--- src/rtl/gray_convert.sv ---
// Streaming RGB-to-gray stage: pops packed RGB from a FWFT FIFO, computes a
// weighted luma in two pipeline stages and pushes gray pixels with a frame-end flag.
module gray_convert #(
  parameter int unsigned DATA_WIDTH   = 8,
  parameter int unsigned IMAGE_WIDTH  = 720,
  parameter int unsigned IMAGE_HEIGHT = 540,
  parameter int unsigned W_R          = 77,
  parameter int unsigned W_G          = 150,
  parameter int unsigned W_B          = 29
) (
  input  logic                    clk,
  input  logic                    rst,
  input  logic                    input_empty,
  input  logic [3*DATA_WIDTH-1:0] rgb_in,
  input  logic                    output_full,
  output logic                    read_fifo,
  output logic                    write_fifo,
  output logic [DATA_WIDTH-1:0]   gray_out,
  output logic                    frame_end
);

  localparam int unsigned ProdW   = 2 * DATA_WIDTH;
  localparam int unsigned SumW    = ProdW + 2;
  localparam int unsigned NumPix  = IMAGE_WIDTH * IMAGE_HEIGHT;
  localparam int unsigned CntW    = (NumPix > 1) ? $clog2(NumPix) : 1;
  localparam logic [CntW-1:0] LastPix = CntW'(NumPix - 1);
  localparam logic [SumW-1:0] MaxGray = SumW'((1 << DATA_WIDTH) - 1);
  localparam logic [SumW-1:0] Round   = SumW'(128);

  logic [DATA_WIDTH-1:0] chan_r, chan_g, chan_b;
  assign chan_r = rgb_in[3*DATA_WIDTH-1:2*DATA_WIDTH];
  assign chan_g = rgb_in[2*DATA_WIDTH-1:DATA_WIDTH];
  assign chan_b = rgb_in[DATA_WIDTH-1:0];

  logic [ProdW-1:0]      pr_q, pr_d, pg_q, pg_d, pb_q, pb_d;
  logic                  v1_q, v1_d, v2_q, v2_d;
  logic [DATA_WIDTH-1:0] gray_q, gray_d;
  logic [CntW-1:0]       pix_cnt_q, pix_cnt_d;

  logic            advance;
  logic [SumW-1:0] sum, scaled;

  // Stage 2 can take a new value whenever it is empty or its value is being pushed.
  always_comb begin
    advance    = !v2_q || !output_full;
    read_fifo  = !rst && !input_empty && advance;
    write_fifo = !rst && v2_q && !output_full;
    frame_end  = write_fifo && (pix_cnt_q == LastPix);
  end

  assign gray_out = gray_q;

  // Weights are Q0.8: round by adding half an LSB, then drop the 8 fraction bits.
  always_comb begin
    sum    = SumW'(pr_q) + SumW'(pg_q) + SumW'(pb_q) + Round;
    scaled = sum >> 8;
  end

  always_comb begin
    pr_d      = pr_q;
    pg_d      = pg_q;
    pb_d      = pb_q;
    v1_d      = v1_q;
    v2_d      = v2_q;
    gray_d    = gray_q;
    pix_cnt_d = pix_cnt_q;

    if (advance) begin
      v1_d = read_fifo;
      if (read_fifo) begin
        pr_d = ProdW'(chan_r) * ProdW'(W_R);
        pg_d = ProdW'(chan_g) * ProdW'(W_G);
        pb_d = ProdW'(chan_b) * ProdW'(W_B);
      end
      v2_d   = v1_q;
      gray_d = (scaled > MaxGray) ? {DATA_WIDTH{1'b1}} : scaled[DATA_WIDTH-1:0];
    end

    if (write_fifo) begin
      pix_cnt_d = (pix_cnt_q == LastPix) ? '0 : pix_cnt_q + 1'b1;
    end
  end

  always_ff @(posedge clk) begin
    if (rst) begin
      pr_q      <= '0;
      pg_q      <= '0;
      pb_q      <= '0;
      v1_q      <= 1'b0;
      v2_q      <= 1'b0;
      gray_q    <= '0;
      pix_cnt_q <= '0;
    end else begin
      pr_q      <= pr_d;
      pg_q      <= pg_d;
      pb_q      <= pb_d;
      v1_q      <= v1_d;
      v2_q      <= v2_d;
      gray_q    <= gray_d;
      pix_cnt_q <= pix_cnt_d;
    end
  end

endmodule

--- config.mk ---
export PLATFORM = sky130hd
export DESIGN_NAME = gray_convert
export DESIGN_NICKNAME = d
export VERILOG_FILES = /design/src/rtl/gray_convert.sv
export SDC_FILE = /design/constraint.sdc
export NUM_CORES = 1
export LEC_CHECK = 0
export CAP_MARGIN = 40
export CORE_MARGIN = 2
export CORE_UTILIZATION = 55
export CTS_BUF_LIST = sky130_fd_sc_hd__clkbuf_4 sky130_fd_sc_hd__clkbuf_8 sky130_fd_sc_hd__clkbuf_16
export CTS_CLUSTER_DIAMETER = 100
export DETAILED_ROUTE_END_ITERATION = 16
export PLACE_DENSITY = 0.78
export REMOVE_ABC_BUFFERS = 1
export SYNTH_ARGS = -nofsm -noshare
export SYNTH_HDL_FRONTEND = slang
export SYNTH_SLANG_ARGS = --single-unit
--- constraint.sdc ---
create_clock -name clk -period 3.3 [get_ports clk]
set_clock_uncertainty 0.05 [all_clocks]
set_input_delay 0.33 -clock clk [delete_from_list [all_inputs] [get_ports clk]]
set_output_delay 0.33 -clock clk [all_outputs]
set_load 0.03 [all_outputs]
==> Word-level counts from Yosys, hierarchy flattened <==
Cells that the tools add are included.
W data, S select, Z words.
{ "totals": {"input_bits": 28, "regBits": 72} }
{ "classes": {"mul": 3, "n_lt_le_gt_ge": 1, "muxes": 2, "eq_ne": 1, "n_addsub": 4, "reduce_logical": 11} }
{ "ops": {"columns": ["operator", "n"], "rows": [
  ["$mul A8 B7 Y15 const B", 2],
  ["$add A19 B1 Y19 const B", 1],
  ["$eq A19 B19 Y1 const B", 1],
  ["$mux W19", 1],
  ["$add A17 B13 Y18", 1],
  ["$add A18 B8 Y18 const B", 1],
  ["$add A15 B16 Y17", 1],
  ["$mul A8 B5 Y13 const B", 1],
  ["$gt A10 B8 Y1 const B", 1],
  ["$mux W8", 1],
  ["$logic_and A1 B1 Y1", 5],
  ["$logic_not A1 Y1", 4],
  ["$reduce_and A2 Y1", 1],
  ["$logic_or A1 B1 Y1", 1]
]} }

==> Logic depth before layout (Yosys ltp) <==
{ "depth": {"word_depth": 5, "ltp_mapped": 14, "mapped_depth_nobuf": 14} }

==> Least setup slack after synthesis <==
Ideal clock, no wire load.
{ "synth_path": {"kind": "input-to-reg", "start": "input rgb_in[20]", "end": "register pr_q[12]", "required_ps": 3122, "arrival_ps": 3261, "path_slack_ps": -140, "cell_stages": 14, "n_path_buf": 0, "path_cell_list": "ha_1 -> ha_1 -> inv_1 -> fa_1 -> fa_1 -> inv_1 -> ha_1 -> inv_1 -> nor2_1 -> a2111oi_2 -> o21bai_1 -> a21oi_1 -> xnor2_1 -> o21ai_0"} }
{ "synth_between": {"elab_chain_cells": 1} }
{ "synth_lines": {"columns": ["item", "line_no", "text"], "rows": [
  ["start, declared", "14", "input logic [3*DATA_WIDTH-1:0] rgb_in,"],
  ["$mul A8 B7 Y15", "71", "pr_d = ProdW'(chan_r) * ProdW'(W_R);"],
  ["end signal, assigned", "94", "pr_q <= pr_d;"],
  ["end, declared", "35", "logic [ProdW-1:0] pr_q, pr_d, pg_q, pg_d, pb_q, pb_d;"]
]} }
Every way passes these cells.
A chain may end at the register's enable or synchronous reset.

==> Worst setup path in the final report <==
Ends and elaborated chain as after synthesis.

==> flow_summary.ini <==
[place]
place_congestion = 0.8427
hpwl_um = 10710
io_buffers = 38
detailedPlace.worstSlack_ps = -786.9

[cts]
cts.sinks = 72
cts_tree = done
cts_root_buf = clkbuf_16
clkLatencyLatePin_ps = 340
holdBufCountCts = 0
cts_buffers = 9
htreeDepth = 3
cts.reportedPaths.clkPinSlew_ps = 60
cts_buffer_depth = 2

[die]
ioPinCount = 39
std_cell_rows = 39
coreArea_sq_um = 11470
die_x_um = 112.6
die-area_sq_um = 12670
start_util = 0.5653
die_h_um = 112.6

[routing]
drtIter0Drc = 320
postRouteAntennaNets = 0
avgViaCountPerCell = 5.536
drc = 0
vias = 5530
drt_wl_total_um = 15880
wire_per_inst_um = 15.90
first_pass_iters = 6

[pwr]
vdd_ir_drop_max_mv = 0.5431
power.total_mw = 5.430
leakage_nw = 4.114
power_density_nw_per_um2 = 650.5

[logic_synthesis]
synth_ff_type = dfxtp_1
synth-edff-count = 0
netlist_area_sq_um = 6482
yosysUniqueCellTypes = 53
yosysSeqAreaShare = 0.2224
ys_ff_latch = 72
syn_area_per_cell_sq_um = 8.820
yosys_warnings = 0
synthCells = 735
async_reset_ff_frac = 0

[timing]
fin_crit_sh = 0.9920
worst_slack_ps = 26.50
min_period_ps = 3274
relSlewSlack = 0.5110
hold_viol = 0
worst_pin_slew_ps = 733.4
finalMaxSlewViolations = 0
rsz0062_at_grt = true
tns_ps = 0
fmax_ghz = 0.3055
setup_viol = 0

[worst_setup_path]
crit_path_end_kind = flip-flop
critPathKind = in -> reg
rr_startpoint = pg_q[5]$_SDFFE_PP0P_
cp.arrival_ps = 3440
r2r-end = gray_out[1]$_SDFFE_PP0P_
cp.required_ps = 3460
cp-start-kind = input port
worst_r2r_path_depth = 12
ff2ff_setup_slack_ps = 50
worstPathMaxFanout = 2

[hold_path]
hp-class = in -> reg
whs_endpoint = pb_q[1]$_SDFFE_PP0P_
min_from = rgb_in[1]
whs_path_depth = 4

[finish]
utilization = 0.7279
areaGrowthSynthToFinish_pct = 28.76
num-nets-final = 1045
drive_gt1_frac = 0.2138
insertedDiodeCount = 0

[global_routing]
grt_pass1_vias = 5653
grt_pass1_wl_um = 24720
grt-ovfl-total = 0
antenna_found_initial = 0
grt_max_degree = 47
gr-usage-all-layers = 0.2353

[run]
max_cap_violations = 0

[run_status]
status = completed
stage by stage:
stage          hold WS [ps]  std cells  cell area, sq um
2_1_floorplan         349.1        720              6420
3_3_place_gp          404.7        972              7512
5_1_grt               347.5        999              8347
3_5_place_dp          409.6        972              7512
6_report              305.8        999              8347
4_1_cts               419.4        992              8066
placed cells by master (no fill, tap or decap), types with 3 or more instances in the layout:
cell type        synthesis  layout
buf_4                    0      79
clkdlybuf4s50_1          0      16
clkinv_4                 0       3
a21o_1                   7       7
dlymetal6s2s_1           0       7
nand2_1                 39      39
nand3b_1                 5       5
o21ai_0                 25      20
o21bai_1                 5       5
and4_1                   3       3
nor4_1                   6       4
dfxtp_1                 72      72
xnor2_1                 29      29
and2_1                   4       4
a211oi_1                14       7
a211oi_2                 0       7
nand3_1                 21      21
o21ai_1                  0       3
o31ai_1                 16      16
ha_1                   128     105
inv_1                  135     127
xor2_1                  16      16
a21oi_2                  1       6
or3_1                    8       8
nor3_1                  12      12
inv_2                    1       8
a21oi_1                 21      16
nand2b_1                 3       3
and3_1                   5       4
nand4_1                  6       6
fa_1                    38      37
o21a_1                   5       5
buf_2                    5       3
o21ai_2                  1       3
clkbuf_2                 0       8
nor2_1                  61      57
dlygate4sd2_1            0       3
ha_4                     0      22
buf_6                    0       4
clkbuf_16                0       9
critical path, stage by stage:
cell and delay [ps]:
buf_6 100, buf_6 110, ha_4 260, ha_4 120, inv_2 40, fa_1 520, fa_1 530, inv_2 60
ha_4 250, inv_4 60, buf_6 90, nor2_4 40, a2111oi_4 380, o21bai_1 140, a21oi_2 190, xnor2_1 140
o21ai_1 70
worst max path at each step:
stage,startpoint,end,slack [ps],cells past startpoint
floorplan,rgb_in[20],pr_q[12]$_SDFFE_PP0P_,-170,14
global placement,rgb_in[20],pr_q[12]$_SDFFE_PP0P_,-700,15
detailed placement,rgb_in[20],pr_q[12]$_SDFFE_PP0P_,-790,16
CTS,rgb_in[21],pr_q[14]$_SDFFE_PP0P_,0.1,16
global route,rgb_in[20],pr_q[14]$_SDFFE_PP0P_,-90,17
finish,rgb_in[20],pr_q[12]$_SDFFE_PP0P_,30,17
final cells by class:
cell class / count / area, sq um
multi-input combinational: 511 / 4916
fill: 756 / 3120
sequential: 72 / 1441
timing repair buffer: 120 / 967.2
inverter: 137 / 516.7
clock buffer: 10 / 232.7
tap: 143 / 178.9
clock inverter: 6 / 93.84
flip-flops by register name, summed over array words and instances (netlist names):
name	count
pix_cnt_q	19
pg_q	15
gray_out	8
pb_q	13
v1_q	1
v2_q	1
pr_q	15
synthesized netlist by cell type, drive strengths merged, types with 2 or more instances:
library cell,instances,area share
inv,136,0.079
a211o,2,0.0027
a31o,2,0.0027
o31ai,16,0.019
xor2,16,0.022
a21o,7,0.0081
o21a,5,0.0058
nand2,39,0.023
ha,128,0.25
o21ai,26,0.021
nor3,12,0.0093
a21oi,22,0.018
and2,4,0.0039
nor2b,4,0.0039
nand3,22,0.018
o21bai,5,0.0058
a211oi,14,0.016
or2,2,0.0019
a31oi,5,0.0077
xnor2,29,0.039
clkbuf,9,0.0052
o311a,2,0.0031
fa,38,0.12
a2111o,2,0.0035
dfxtp,72,0.22
buf,6,0.0044
and4,3,0.0041
nor4,6,0.0058
nand3b,5,0.0058
nand2b,4,0.0050
and3,6,0.0066
nor2,62,0.038
nand4,6,0.0058
or3,8,0.0077
power breakdown:
part	internal [mW]	switching, mW
clock network	0.674	0.400
registers	1.02	0.0731
logic	1.60	1.66
logic make-up (layout without fill, tap and decap cells):
family	after synthesis	after routing	share of synthesized area
simple gates	187	187	0.1434
fa+ha+maj	166	166	0.3644
xor+xnor	45	45	0.06080
flops	72	72	0.2224
mux	1	1	0.001544
compound gates	112	112	0.1185
buf+inv	152	273	0.08898
metal layers:
layer  global-route usage  vias up  wire [um]
met4              0.06748        0        362
met1               0.2690     2643       6414
met5                    0        -          0
met3              0.03618       43        721
met2               0.4495      145       8384
li1                     -     2699          -
timing repair:
item / CTS / global route
pin swaps: 29 / 38
cloned: 0 / 0
gates resized for setup: 57 / 73
endpoints found under the hold margin: 0 / 0
endpoints found under the setup margin: 16 / 22
buffers inserted: 4 / 7
No activity file was read; power rests on OpenSTA's default activity.
